**config.mk**
```make
export PLATFORM = sky130hd
export DESIGN_NAME = regfile_wb_arbiter_flat
export DESIGN_NICKNAME = d
export VERILOG_FILES = /design/src/rtl/regfile_wb_arbiter_if.sv /design/src/rtl/regfile_wb_arbiter.sv /design/src/flat_wrapper.sv
export SDC_FILE = /design/constraint.sdc
export NUM_CORES = 1
export LEC_CHECK = 0
export ABC_AREA = 1
export BUFFER_PORTS_ARGS = -buffer_cell sky130_fd_sc_hd__buf_2
export CORE_ASPECT_RATIO = 0.7
export CORE_UTILIZATION = 40
export CTS_CLUSTER_DIAMETER = 200
export DETAILED_ROUTE_END_ITERATION = 10
export GPL_TIMING_DRIVEN = 0
export PLACE_DENSITY = 0.58
export SLEW_MARGIN = 25
export SYNTH_ARGS = -nofsm -noshare
export SYNTH_HDL_FRONTEND = slang
export SYNTH_SLANG_ARGS = --single-unit
```
**constraint.sdc**
```tcl
create_clock -name CLK -period 4.15 [get_ports CLK]
set_input_delay 0.415 -clock CLK [delete_from_list [all_inputs] [get_ports CLK]]
set_output_delay 0.415 -clock CLK [all_outputs]
set_load 0.03 [all_outputs]
```
**src/rtl/regfile_wb_arbiter_if.sv**
```systemverilog
// Bus bundle between the OTTER pipeline/long-latency units and the register file write arbiter.
// The master drives requests; the slave (the arbiter) returns write-port and status signals.
interface regfile_wb_arbiter_if;
  logic        PIPE_EN;
  logic [4:0]  PIPE_WA;
  logic [31:0] PIPE_WD;
  logic        LL_VALID;
  logic [4:0]  LL_WA;
  logic [31:0] LL_WD;
  logic        LL_READY;
  logic        RSV_EN;
  logic [4:0]  RSV_WA;
  logic [4:0]  Q_ADR1;
  logic [4:0]  Q_ADR2;
  logic        Q_BUSY1;
  logic        Q_BUSY2;
  logic        STALL_REQ;
  logic        RF_EN;
  logic [4:0]  RF_WA;
  logic [31:0] RF_WD;

  modport master (
    output PIPE_EN, PIPE_WA, PIPE_WD, LL_VALID, LL_WA, LL_WD, RSV_EN, RSV_WA, Q_ADR1, Q_ADR2,
    input  LL_READY, Q_BUSY1, Q_BUSY2, STALL_REQ, RF_EN, RF_WA, RF_WD
  );

  modport slave (
    input  PIPE_EN, PIPE_WA, PIPE_WD, LL_VALID, LL_WA, LL_WD, RSV_EN, RSV_WA, Q_ADR1, Q_ADR2,
    output LL_READY, Q_BUSY1, Q_BUSY2, STALL_REQ, RF_EN, RF_WA, RF_WD
  );
endinterface

```
**src/rtl/regfile_wb_arbiter.sv**
```systemverilog
// Merges pipeline writeback with buffered long-latency results onto the single RF write port,
// tracking pending destinations for decode and requesting a stall when the buffer starves.
module regfile_wb_arbiter #(
  parameter int unsigned DEPTH      = 4,
  parameter int unsigned STARVE_MAX = 8
) (
  input logic               CLK,
  input logic               RST,
  regfile_wb_arbiter_if.slave bus
);

  localparam int unsigned PW = $clog2(DEPTH);
  localparam int unsigned CW = PW + 1;

  logic [4:0]    mem_wa_q [DEPTH];
  logic [31:0]   mem_wd_q [DEPTH];
  logic [PW-1:0] wr_ptr_q, wr_ptr_d;
  logic [PW-1:0] rd_ptr_q, rd_ptr_d;
  logic [CW-1:0] cnt_q, cnt_d;
  logic [31:0]   pending_q, pending_d;
  logic [7:0]    starve_q, starve_d;

  logic          full, empty, ll_ready, ll_acc, push, pipe_wr, pop;
  logic [4:0]    head_wa;
  logic [31:0]   head_wd;
  logic          hit1, hit2;
  logic [PW-1:0] offs;

  assign full     = (cnt_q == CW'(DEPTH));
  assign empty    = (cnt_q == '0);
  assign ll_ready = !full && !RST;
  assign ll_acc   = bus.LL_VALID && ll_ready;
  assign push     = ll_acc && (bus.LL_WA != 5'd0);
  assign pipe_wr  = bus.PIPE_EN && (bus.PIPE_WA != 5'd0);
  assign pop      = !empty && !pipe_wr && !RST;
  assign head_wa  = mem_wa_q[rd_ptr_q];
  assign head_wd  = mem_wd_q[rd_ptr_q];

  assign bus.LL_READY = ll_ready;

  always_comb begin
    bus.RF_EN = 1'b0;
    bus.RF_WA = 5'd0;
    bus.RF_WD = 32'd0;
    if (!RST) begin
      if (pipe_wr) begin
        bus.RF_EN = 1'b1;
        bus.RF_WA = bus.PIPE_WA;
        bus.RF_WD = bus.PIPE_WD;
      end else if (!empty) begin
        bus.RF_EN = 1'b1;
        bus.RF_WA = head_wa;
        bus.RF_WD = head_wd;
      end
    end
  end

  // Buffered and in-flight results count as busy until they have actually reached the RF.
  always_comb begin
    hit1 = ll_acc && (bus.LL_WA == bus.Q_ADR1);
    hit2 = ll_acc && (bus.LL_WA == bus.Q_ADR2);
    offs = '0;
    for (int unsigned i = 0; i < DEPTH; i++) begin
      offs = PW'(i) - rd_ptr_q;
      if ({1'b0, offs} < cnt_q) begin
        if (mem_wa_q[i] == bus.Q_ADR1) hit1 = 1'b1;
        if (mem_wa_q[i] == bus.Q_ADR2) hit2 = 1'b1;
      end
    end
    bus.Q_BUSY1 = !RST && (bus.Q_ADR1 != 5'd0) && (pending_q[bus.Q_ADR1] || hit1);
    bus.Q_BUSY2 = !RST && (bus.Q_ADR2 != 5'd0) && (pending_q[bus.Q_ADR2] || hit2);
  end

  assign bus.STALL_REQ = !RST && !empty && (starve_q == 8'(STARVE_MAX));

  always_comb begin
    wr_ptr_d = push ? wr_ptr_q + 1'b1 : wr_ptr_q;
    rd_ptr_d = pop  ? rd_ptr_q + 1'b1 : rd_ptr_q;
    cnt_d    = cnt_q;
    if (push && !pop) cnt_d = cnt_q + 1'b1;
    else if (!push && pop) cnt_d = cnt_q - 1'b1;

    pending_d = pending_q;
    if (pop) pending_d[head_wa] = 1'b0;
    if (bus.RSV_EN && (bus.RSV_WA != 5'd0)) pending_d[bus.RSV_WA] = 1'b1;
    pending_d[0] = 1'b0;

    starve_d = starve_q;
    if (empty || pop) starve_d = 8'd0;
    else if (pipe_wr && (starve_q < 8'(STARVE_MAX))) starve_d = starve_q + 8'd1;
  end

  always_ff @(posedge CLK) begin
    if (RST) begin
      wr_ptr_q  <= '0;
      rd_ptr_q  <= '0;
      cnt_q     <= '0;
      pending_q <= '0;
      starve_q  <= 8'd0;
    end else begin
      wr_ptr_q  <= wr_ptr_d;
      rd_ptr_q  <= rd_ptr_d;
      cnt_q     <= cnt_d;
      pending_q <= pending_d;
      starve_q  <= starve_d;
    end
  end

  // Storage needs no reset; validity is tracked by the pointers and count.
  always_ff @(posedge CLK) begin
    if (push) begin
      mem_wa_q[wr_ptr_q] <= bus.LL_WA;
      mem_wd_q[wr_ptr_q] <= bus.LL_WD;
    end
  end

endmodule
```
**src/flat_wrapper.sv**
```systemverilog
// flat-port wrapper written by rule: the top's interface ports become plain ports
module regfile_wb_arbiter_flat 
#(
  parameter int unsigned DEPTH      = 4,
  parameter int unsigned STARVE_MAX = 8
)
  (CLK, RST, bus_PIPE_EN, bus_PIPE_WA, bus_PIPE_WD, bus_LL_VALID, bus_LL_WA, bus_LL_WD, bus_RSV_EN, bus_RSV_WA, bus_Q_ADR1, bus_Q_ADR2, bus_LL_READY, bus_Q_BUSY1, bus_Q_BUSY2, bus_STALL_REQ, bus_RF_EN, bus_RF_WA, bus_RF_WD);
  regfile_wb_arbiter_if bus_i ();
  input logic CLK;
  input logic RST;
  input wire logic [$bits(bus_i.PIPE_EN)-1:0] bus_PIPE_EN;
  input wire logic [$bits(bus_i.PIPE_WA)-1:0] bus_PIPE_WA;
  input wire logic [$bits(bus_i.PIPE_WD)-1:0] bus_PIPE_WD;
  input wire logic [$bits(bus_i.LL_VALID)-1:0] bus_LL_VALID;
  input wire logic [$bits(bus_i.LL_WA)-1:0] bus_LL_WA;
  input wire logic [$bits(bus_i.LL_WD)-1:0] bus_LL_WD;
  input wire logic [$bits(bus_i.RSV_EN)-1:0] bus_RSV_EN;
  input wire logic [$bits(bus_i.RSV_WA)-1:0] bus_RSV_WA;
  input wire logic [$bits(bus_i.Q_ADR1)-1:0] bus_Q_ADR1;
  input wire logic [$bits(bus_i.Q_ADR2)-1:0] bus_Q_ADR2;
  output wire logic [$bits(bus_i.LL_READY)-1:0] bus_LL_READY;
  output wire logic [$bits(bus_i.Q_BUSY1)-1:0] bus_Q_BUSY1;
  output wire logic [$bits(bus_i.Q_BUSY2)-1:0] bus_Q_BUSY2;
  output wire logic [$bits(bus_i.STALL_REQ)-1:0] bus_STALL_REQ;
  output wire logic [$bits(bus_i.RF_EN)-1:0] bus_RF_EN;
  output wire logic [$bits(bus_i.RF_WA)-1:0] bus_RF_WA;
  output wire logic [$bits(bus_i.RF_WD)-1:0] bus_RF_WD;
  assign bus_i.PIPE_EN = bus_PIPE_EN;
  assign bus_i.PIPE_WA = bus_PIPE_WA;
  assign bus_i.PIPE_WD = bus_PIPE_WD;
  assign bus_i.LL_VALID = bus_LL_VALID;
  assign bus_i.LL_WA = bus_LL_WA;
  assign bus_i.LL_WD = bus_LL_WD;
  assign bus_i.RSV_EN = bus_RSV_EN;
  assign bus_i.RSV_WA = bus_RSV_WA;
  assign bus_i.Q_ADR1 = bus_Q_ADR1;
  assign bus_i.Q_ADR2 = bus_Q_ADR2;
  assign bus_LL_READY = bus_i.LL_READY;
  assign bus_Q_BUSY1 = bus_i.Q_BUSY1;
  assign bus_Q_BUSY2 = bus_i.Q_BUSY2;
  assign bus_STALL_REQ = bus_i.STALL_REQ;
  assign bus_RF_EN = bus_i.RF_EN;
  assign bus_RF_WA = bus_i.RF_WA;
  assign bus_RF_WD = bus_i.RF_WD;
  regfile_wb_arbiter #(.DEPTH(DEPTH), .STARVE_MAX(STARVE_MAX)) u_core (.CLK(CLK), .RST(RST), .bus(bus_i));
endmodule
```
**Word level (Yosys, flattened, before mapping)**

Memory sizes are Yosys's and may differ from the RTL's. A register that Yosys moved wholly into a read port is not among the register bits.
Cells that the tools add are included.

- Flip-flop bits (word level): 47
- Bits in latches: 0
- RAM bits: 148
- ROM bits: 0
- Input port bits: 94
- Output and inout port bits: 42
- Logic and storage cells: 123
- Memories: 2

- Add/subtract/negate cells: 9
- Multipliers: 0
- Divide/modulo/power cells: 0
- Magnitude comparators: 11
- Equal/unequal tests: 12
- Shift-type cells: 0
- Multiplexer cells: 43
- Bitwise gates (word level): 3
- Reduce and logical (&&, ||, !) cells: 37

Memory list:

| memory | depth | bits a word | rd ports | clocked after Yosys merged registers in | wr ports | RTL line | text |
|---|---|---|---|---|---|---|---|
| u_core.mem_wd_q | 4 | 32 | 1 | 1 | 1 | regfile_wb_arbiter.sv:16 | `logic [31:0] mem_wd_q [DEPTH];` |
| u_core.mem_wa_q | 4 | 5 | 5 | 1 | 1 | regfile_wb_arbiter.sv:15 | `logic [4:0] mem_wa_q [DEPTH];` |

Operator list:

| operator | number |
|---|---|
| $mux 32 | 5 |
| $eq 5x5->1 | 10 |
| $and 32x32->32 | 1 |
| $not 32->32 | 1 |
| $or 32x32->32 | 1 |
| $mux 1 | 25 |
| $reduce_bool 5->1 | 5 |
| $lt 5x6->1 const B | 4 |
| $logic_and 1x1->1 | 20 |
| $mux 5 | 3 |
| $lt 2x3->1 | 4 |
| $bmux 1 s5 | 2 |
| $demux 1 s5 | 2 |
| $ge 5x1->1 const B | 2 |
| $add 8x1->8 const B | 1 |
| $eq 8x4->1 const B | 1 |
| $lt 8x4->1 const B | 1 |
| $mux 2 | 4 |
| $logic_not 1->1 | 6 |
| $mux 3 | 2 |
| $add 2x1->2 const B | 2 |
| $sub 1x2->2 const A | 2 |
| $sub 2x2->2 const A | 2 |
| $add 3x1->3 const B | 1 |
| other kinds (6) | 8 |

**Depth between registers and ports, before layout**

Gate-level depths: netlist of run 1.

- Depth in word-level cells: 15
- Gate-level depth with buffers: 13
- Mapped depth without buffers: 13

**Worst setup path after synthesis of run 1**

No wires, ideal clock.

- Path kind: register to register
- Start point: reg u_core.cnt_q[1]
- End point: mem u_core.mem_wa_q[0][0] (enable)
- Setup time: 0.431 ns
- Data arrival time: 2.604 ns
- Data required time: 3.719 ns
- Setup slack: 1.115 ns
- Cell stages (with the launch flop): 8
- Buffers on the path: 0
- Period minus slack after synthesis: 3.035 ns
- Path through: dfxtp_1 inv_1 nand3_1 and3_1 inv_1 nor2_2 inv_1 nor2_1

- Longest elaborated chain between the ends: 7

Ends and longest elaborated chain:

| what | RTL line | text |
|---|---|---|
| start: declaration | regfile_wb_arbiter.sv:19 | `logic [CW-1:0] cnt_q, cnt_d;` |
| start signal: assignment | regfile_wb_arbiter.sv:103 | `cnt_q <= cnt_d;` |
| $eq 3x3->1 | regfile_wb_arbiter.sv:29 | `assign full = (cnt_q == CW'(DEPTH));` |
| $logic_not 1->1 | regfile_wb_arbiter.sv:31 | `assign ll_ready = !full && !RST;` |
| $logic_and 1x1->1 | regfile_wb_arbiter.sv:31 |  |
| $logic_and 1x1->1 | regfile_wb_arbiter.sv:32 | `assign ll_acc = bus.LL_VALID && ll_ready;` |
| $logic_and 1x1->1 | regfile_wb_arbiter.sv:33 | `assign push = ll_acc && (bus.LL_WA != 5'd0);` |
| via u_core.push | regfile_wb_arbiter.sv:23 | `logic full, empty, ll_ready, ll_acc, push, pipe_wr, pop;` |
| $mux 1 | regfile_wb_arbiter.sv:111 | `if (push) begin` |
| $mux 1 (implied by the code) | regfile_wb_arbiter.sv:112 | `mem_wa_q[wr_ptr_q] <= bus.LL_WA;` |
| end: declaration | regfile_wb_arbiter.sv:15 |  |

The timed path passes the listed nets, and every way through them passes these cells.

**Final worst setup path of run 1**

- Start point: reg u_core.rd_ptr_q[1]
- End point: out bus_Q_BUSY2

- Longest elaborated chain between the ends: 11
- Elaborated cells between the ends (all ways): 17
- Those cells by class: 4 x add/sub; 4 x order compare; 7 x mux; 2 x reduce/logical

Ends and longest elaborated chain:

| what | RTL line | text |
|---|---|---|
| start: declaration | regfile_wb_arbiter.sv:18 | `logic [PW-1:0] rd_ptr_q, rd_ptr_d;` |
| start signal: assignment | regfile_wb_arbiter.sv:102 | `rd_ptr_q <= rd_ptr_d;` |
| $sub 1x2->2 | regfile_wb_arbiter.sv:64 | `offs = PW'(i) - rd_ptr_q;` |
| $lt 2x3->1 | regfile_wb_arbiter.sv:65 | `if ({1'b0, offs} < cnt_q) begin` |
| $mux 1 | regfile_wb_arbiter.sv:65 |  |
| $mux 1 | regfile_wb_arbiter.sv:67 | `if (mem_wa_q[i] == bus.Q_ADR2) hit2 = 1'b1;` |
| $mux 1 | regfile_wb_arbiter.sv:65 |  |
| $mux 1 | regfile_wb_arbiter.sv:67 |  |
| $mux 1 | regfile_wb_arbiter.sv:65 |  |
| $mux 1 | regfile_wb_arbiter.sv:67 |  |
| $mux 1 (*) | regfile_wb_arbiter.sv:65 |  |
| $logic_or 1x1->1 (*) | regfile_wb_arbiter.sv:71 | `bus.Q_BUSY2 = !RST && (bus.Q_ADR2 != 5'd0) && (pending_q[bus.Q_ADR2] \|\| hit2);` |
| $logic_and 1x1->1 (*) | regfile_wb_arbiter.sv:71 |  |
| end: declaration | flat_wrapper.sv:23 | `output wire logic [$bits(bus_i.Q_BUSY2)-1:0] bus_Q_BUSY2;` |

Every way passes the cells marked *; elsewhere a longest branch is shown, timed or not.

==> flow_summary.json, run 1 <==
{
  "rsz0062_at_grt": "no",
  "synthCells": 1131,
  "cts_root_buffer": "clkbuf_16",
  "cp.arrival_ns": 2.61,
  "crit_buf_inv": 2,
  "drtIter0Drc": 936,
  "postCtsSetupBuffers": 0,
  "power_frac_seq_pct": 43.7,
  "path_class": "register to output pin",
  "rr_endpoint": "u_core.cnt_q[2]",
  "numCtsBuffers": 17,
  "period_share_pct": 72.86,
  "hold_start": "bus_LL_WD[11]",
  "hold_violations": 0,
  "crit_start": "u_core.rd_ptr_q[1]",
  "hpwlAfterDp_um": 21740,
  "fill_cells": 2315,
  "reg2reg_from": "u_core.cnt_q[1]",
  "status": "finished, final reports clean",
  "fin_nets": 1393,
  "die-area_um2": 25430,
  "cts_resized": 0,
  "max_cap_viol_count": 0,
  "clock_path_buffers": 2,
  "yosysWarnings": 0,
  "cp_cell_sequence": "xor2_1, inv_1, ha_1, a31oi_1, nand3_1, nand2_1, nor2_1, a21oi_1, buf_2",
  "cts_htree_levels": 4,
  "yosys-top-cells-area": "edfxtp_1 45%, nand2_1 14%, dfxtp_1 9.7%",
  "synth-seq-cells": 196,
  "instances_no_fill": 1618,
  "worstPathRequired_ns": 3.73,
  "antenna_found_initial": 0,
  "min_path_type": "primary input to register",
  "grt_max_degree": 20,
  "synth_cell_types": 37,
  "syn_area_um2": 9915,
  "maxSlewHeadroom_pct": 42.58,
  "grt_use_total_pct": 23.89,
  "slew_violations": 0,
  "die_w_um": 190.2,
  "sw_frac_of_total_pct": 33.82,
  "cp-endpoint": "bus_Q_BUSY2",
  "reg2reg_slack_ns": 1.53,
  "place_inst": 1586,
  "power_density_nw_per_um2": 434.0,
  "rows": 47,
  "drt-total-wl_um": 29780,
  "clk_pin_slew_ns": 0.07,
  "cts_tree": "yes",
  "dr.pass1.iters": 5,
  "worstMarginPinSlew_ns": 0.8582,
  "io_buffer_count": 130,
  "die_y_um": 133.7,
  "vias_per_cell": 5.234,
  "fin_tns_setup_ns": 0,
  "cp_num_cells": 9,
  "skew_ns": 0.01240,
  "setup_violations": 0,
  "critPathMaxFanout": 4,
  "coreArea_um2": 23990,
  "n_antenna_cell": 0,
  "drc": 0,
  "wl_per_cell_um": 18.40,
  "rr_worst_depth": 12,
  "async_flop_share_pct": 0,
  "synth_top_area_cell": "edfxtp_1",
  "vias": 8469,
  "fin_crit_ns": 3.024,
  "syn_area_per_cell_um2": 8.766,
  "p_sw_mw": 1.715,
  "cts_sinks": 196,
  "ios": 136,
  "synthFlopType": "edfxtp_1",
  "initial_core_util_pct": 41.32,
  "critical_path.top_delay_family": "compound AO/OA/AOI/OAI gates",
  "synth_fp_nets": 1237,
  "p_comb_share_pct": 26.3,
  "leakagePower_nw": 4.731,
  "synth.top_cell.area_share_pct": 44.83,
  "clock_power_share_pct": 30.1,
  "drive_gt1_share_pct": 18.23,
  "ant_nets": 0,
  "cellInternalPower_mw": 3.357,
  "clk_latency_ns": 0.45,
  "grt_pass1_vias": 7625,
  "cpPeakStageDelay_ns": 0.42,
  "grt_overflow_total": 0,
  "ctsHoldBuffers": 0,
  "synth_edf_count": 148,
  "stdcell_area_um2": 11690,
  "cp-start-kind": "register",
  "crit_path_end_kind": "output pin",
  "gp_congestion": 0.9765,
  "fmaxAchievable_ghz": 0.3307,
  "yosysSeqAreaShare_pct": 54.52,
  "area_delta_synth_final_pct": 17.87,
  "ir_drop_uv": 304.4,
  "grt_pass1_wl_um": 44900,
  "placed_area_um2": 11170,
  "slowest_stage": "dfxtp_1"
}
## worst register-to-register path: cells and delay by family, from the launching register on
kind,cells,cell delay (ns)
flip-flops,1,0.33
adder cells (fa/ha/maj),2,0.61
AND/OR/NAND/NOR,5,0.69
AO/OA/AOI/OAI,2,0.21
buffers and inverters,3,0.73
## synth_stat cells (6+ instances only)
library cell,number
nand2_1,365
edfxtp_1,148
nand3_1,96
nor2_1,95
inv_1,72
a21oi_1,69
dfxtp_1,48
o21ai_0,48
buf_2,27
xor2_1,24
a32o_1,21
xnor2_1,14
buf_4,11
ha_1,11
o22ai_1,11
o21ai_1,10
clkbuf_1,9
nor2_2,9
inv_2,7
nor3_1,6
## registers in the layout, summed over array words and instances (netlist names), named ones only
register	cells
u_core.starve_q	8
u_core.cnt_q	3
u_core.pending_q	31
u_core.mem_wd_q	128
u_core.mem_wa_q	20
u_core.rd_ptr_q	2
u_core.wr_ptr_q	2
## worst min path at each step
stage,to,slack (ns),depth (start not counted)
after floorplan,u_core.starve_q[7],0.42,2
after global placement,u_core.starve_q[7],0.43,2
after detailed placement,u_core.starve_q[7],0.43,2
after CTS,u_core.mem_wd_q[3][11],0.16,1
after global routing,u_core.mem_wd_q[3][11],0.17,1
final,u_core.mem_wd_q[3][11],0.18,1
## power groups by stage
stage	Clock [mW]	Combinational [mW]	Sequential, mW
global route	1.62	1.45	2.22
detailed placement	0	1.32	2.26
CTS	1.55	1.32	2.21
floorplan	0	0.859	2.25
finish	1.52	1.33	2.21
global placement	0	1.29	2.26
## per-stage QoR
| stage | hold WS (ns) | utilization [%] | setup slack, ns | total power [mW] |
|---|---|---|---|---|
| floorplan | 0.4153 | - | 1.115 | 3.108 |
| global placement | 0.4270 | 45.69 | -0.7042 | 3.551 |
| detailed placement | 0.4300 | 46.54 | 1.405 | 3.574 |
| CTS | 0.1585 | 48.71 | 1.157 | 5.083 |
| global route | 0.1715 | 48.71 | 1.014 | 5.296 |
| finish | 0.1762 | 48.71 | 1.126 | 5.072 |
## final cells by class
type | instances | area, um2 | area share [%]
Buffer | 53 | 311.5 | 2.666
Inverter | 79 | 296.5 | 2.537
Tap cell | 318 | 397.9 | 3.405
Sequential cell | 196 | 5405 | 46.25
Clock inverter | 11 | 80.08 | 0.6852
Timing Repair Buffer | 137 | 823.3 | 7.045
Multi-Input combinational cell | 803 | 3931 | 33.64
Clock buffer | 21 | 440.4 | 3.769
## layer usage
layer  global-route usage [%]  share of wire (%)
met1                    37.36                 50
met2                    32.38                 40
met3                    5.769                8.6
met4                    6.178                1.1
met5                        0                  0
## cell families after synthesis
group | share of synthesized area [%]
fa+ha+maj | 1.590
compound gates | 9.604
xor+xnor | 3.357
flops | 54.52
simple gates | 24.80
buf+inv | 6.133
## cells in the final DEF, fill, tap and decap left out, drive strengths merged, types with 5 or more instances in the layout
cell type,synthesis,layout
a21oi,69,69
o22ai,11,11
edfxtp,148,148
clkbuf,9,30
inv,79,82
nor3,6,6
dfxtp,48,48
nor2,106,106
buf,44,181
xnor2,14,14
nand4,5,5
nand2,369,369
nand3,100,100
ha,11,11
o21ai,58,58
a32o,21,21
xor2,24,24
Note: power is estimated with default switching activity, not from simulation.
==> run 2: changes to the inputs <==
- PLACE_DENSITY: 0.58 -> 0.6
- clock period: 4.15 -> 2.5 ns (I/O delays scaled with it)
==> run 2 against run 1 <==
Compared with the run above:
- critical path depth stayed put
- sequential share of layout area shrank 0.46 points
- worst hold slack worse by 0.15 ns
- core utilization is 0.59 points higher
- global-route usage hardly changed
- clock skew down 0.0026 ns
- combinational power increased by 71%
- worst setup slack got worse by 1.1 ns
- die area unchanged
- power increased by 67%
- non-clock buffer count is 3 higher
- register-to-register slack worse by 1.3 ns
- critical path type unchanged
- critical endpoint unchanged
- highest routed layer is now met5
==> flow_summary.json, run 2 (same netlist as run 1, synthesis figures left out) <==
{
  "stdcell_area_um2": 11830,
  "worstMarginPinSlew_ns": 0.8858,
  "grt_use_total_pct": 23.87,
  "numCtsBuffers": 17,
  "slowest_stage": "dfxtp_4",
  "grt_max_degree": 21,
  "clock_power_share_pct": 29.6,
  "fin_ws_ns": 0.06428,
  "ctsHoldBuffers": 0,
  "leakagePower_nw": 4.788,
  "final_common_cell": "nand2_1",
  "regMostFlops": "u_core.mem_wd_q",
  "antenna_found_initial": 1,
  "hold_violations": 0,
  "largest_register_ffs": 128,
  "wl_per_cell_um": 18.35,
  "period_share_pct": 97.43,
  "fin_nets": 1396,
  "slew_violations": 0,
  "fill_cells": 2240,
  "drt-total-wl_um": 29690,
  "placed_area_um2": 11120,
  "dr.pass1.iters": 5,
  "fmaxAchievable_ghz": 0.4106,
  "path_class": "register to output pin",
  "sw_frac_of_total_pct": 32.76,
  "crit_path_end_kind": "output pin",
  "cpPeakStageDelay_ns": 0.39,
  "grt_util_met3_pct": 5.479,
  "fin_tns_setup_ns": 0,
  "post-route-util_pct": 49.30,
  "die-area_um2": 25430,
  "ant_nets": 0,
  "cp_cell_sequence": "xor2_4, inv_2, ha_1, a31oi_4, nand3_1, nand2_1, nor2_1, a21oi_2, buf_6",
  "n_antenna_cell": 0,
  "grt_use_met2_pct": 32.70,
  "skew_ns": 0.009788,
  "ir_drop_uv": 525.5,
  "critical_path.top_delay_family": "compound AO/OA/AOI/OAI gates",
  "cts_tree": "yes",
  "vias": 8519,
  "die_w_um": 190.2,
  "critPathMaxFanout": 4,
  "grt_pass1_vias": 7674,
  "coreArea_um2": 23990,
  "area_delta_synth_final_pct": 19.31,
  "gp_congestion": 0.9583,
  "power_frac_seq_pct": 43.5,
  "clk_pin_slew_ns": 0.07,
  "grt_use_met1_pct": 38.03,
  "crit_buf_inv": 2,
  "drtIter0Drc": 924,
  "top_regs": "u_core.mem_wd_q x128, u_core.pending_q x31, u_core.mem_wa_q x20",
  "initial_core_util_pct": 41.32,
  "min_path_type": "primary input to register",
  "power_density_nw_per_um2": 717.5,
  "p_sw_mw": 2.780,
  "clock_path_buffers": 2,
  "vias_per_cell": 5.265,
  "cellInternalPower_mw": 5.707,
  "clk_latency_ns": 0.44,
  "top_usage_layer": "met1",
  "worstPathRequired_ns": 2.25,
  "fin_hold_ws_ns": 0.02953,
  "p_comb_share_pct": 26.9,
  "status": "finished, final reports clean",
  "grt_pass1_wl_um": 45260,
  "fin_crit_ns": 2.436,
  "maxSlewHeadroom_pct": 40.73,
  "drive_gt1_share_pct": 19.69,
  "cp.arrival_ns": 2.19,
  "ios": 136,
  "cts_sinks": 196,
  "drc": 0,
  "hpwlAfterDp_um": 21670,
  "cts_htree_levels": 4,
  "grt_overflow_total": 0,
  "io_buffer_count": 130,
  "final_cell_mix": "364 x nand2_1, 148 x edfxtp_1, 145 x buf_2, 95 x nand3_1, 88 x nor2_1",
  "rows": 47,
  "cts_root_buffer": "clkbuf_16",
  "max_cap_viol_count": 0,
  "pre_cts_ws_ns": -0.1974,
  "cp-start-kind": "register",
  "die_y_um": 133.7,
  "setup_violations": 0
}
## run 2: stage by stage
step	total power [mW]	instances
after floorplan	5.159	1131
after global placement	5.864	1579
after detailed placement	5.903	1584
after CTS	8.432	1618
after global routing	8.877	1618
final	8.487	1618
## run 2: final timing paths
check                                         from                     to  slack (ns)  cells past startpoint
worst min-delay path                  bus_LL_WD[6]  u_core.mem_wd_q[0][6]        0.03                      1
worst max-delay path            u_core.rd_ptr_q[1]            bus_Q_BUSY2        0.06                      9
worst min register to register  u_core.starve_q[4]     u_core.starve_q[4]        0.44                      2
worst max register to register     u_core.cnt_q[2]        u_core.cnt_q[2]        0.28                     12
## run 2: power by group through the flow
stage	Combinational [mW]	Clock (mW)	Sequential, mW
after global placement	2.11	0	3.76
after CTS	2.21	2.55	3.68
after global routing	2.49	2.69	3.70
after floorplan	1.43	0	3.73
final	2.28	2.51	3.69
after detailed placement	2.15	0	3.75
## run 2: area by class of cell
type	instances	area (um2)	area share [%]
Clock inverter	10	86.33	0.7299
Buffer	53	349.1	2.951
Timing Repair Buffer	140	849.6	7.182
Clock buffer	19	432.9	3.660
Inverter	79	299.0	2.528
Sequential cell	196	5416	45.79
Multi-Input combinational cell	803	3998	33.80
Tap cell	318	397.9	3.364
## run 2: routing by layer
| layer | vias to the layer above | part of all wire, % |
|---|---|---|
| met5 | - | 0.040 |
| met4 | 2 | 0.53 |
| met3 | 17 | 9.8 |
| met2 | 355 | 40 |
| met1 | 4039 | 49 |
| li1 | 4106 | - |
## run 2: worst reg2reg max path: stages, from the launching register on
cell and delay (ns):
dfxtp_2 0.35, inv_2 0.15, nand3_2 0.15, nand3_4 0.23, buf_6 0.23, ha_1 0.16, inv_1 0.07, fa_1 0.38
nor2_1 0.11, nor2_1 0.04, nand2_1 0.08, o21ai_0 0.08, a21oi_1 0.12
## run 2: what timing repair did
item | CTS | global route
pin swaps | 4 | 6
endpoints found under the setup margin | 81 | 60
gates resized for setup | 9 | 40
setup buffers | 5 | 0
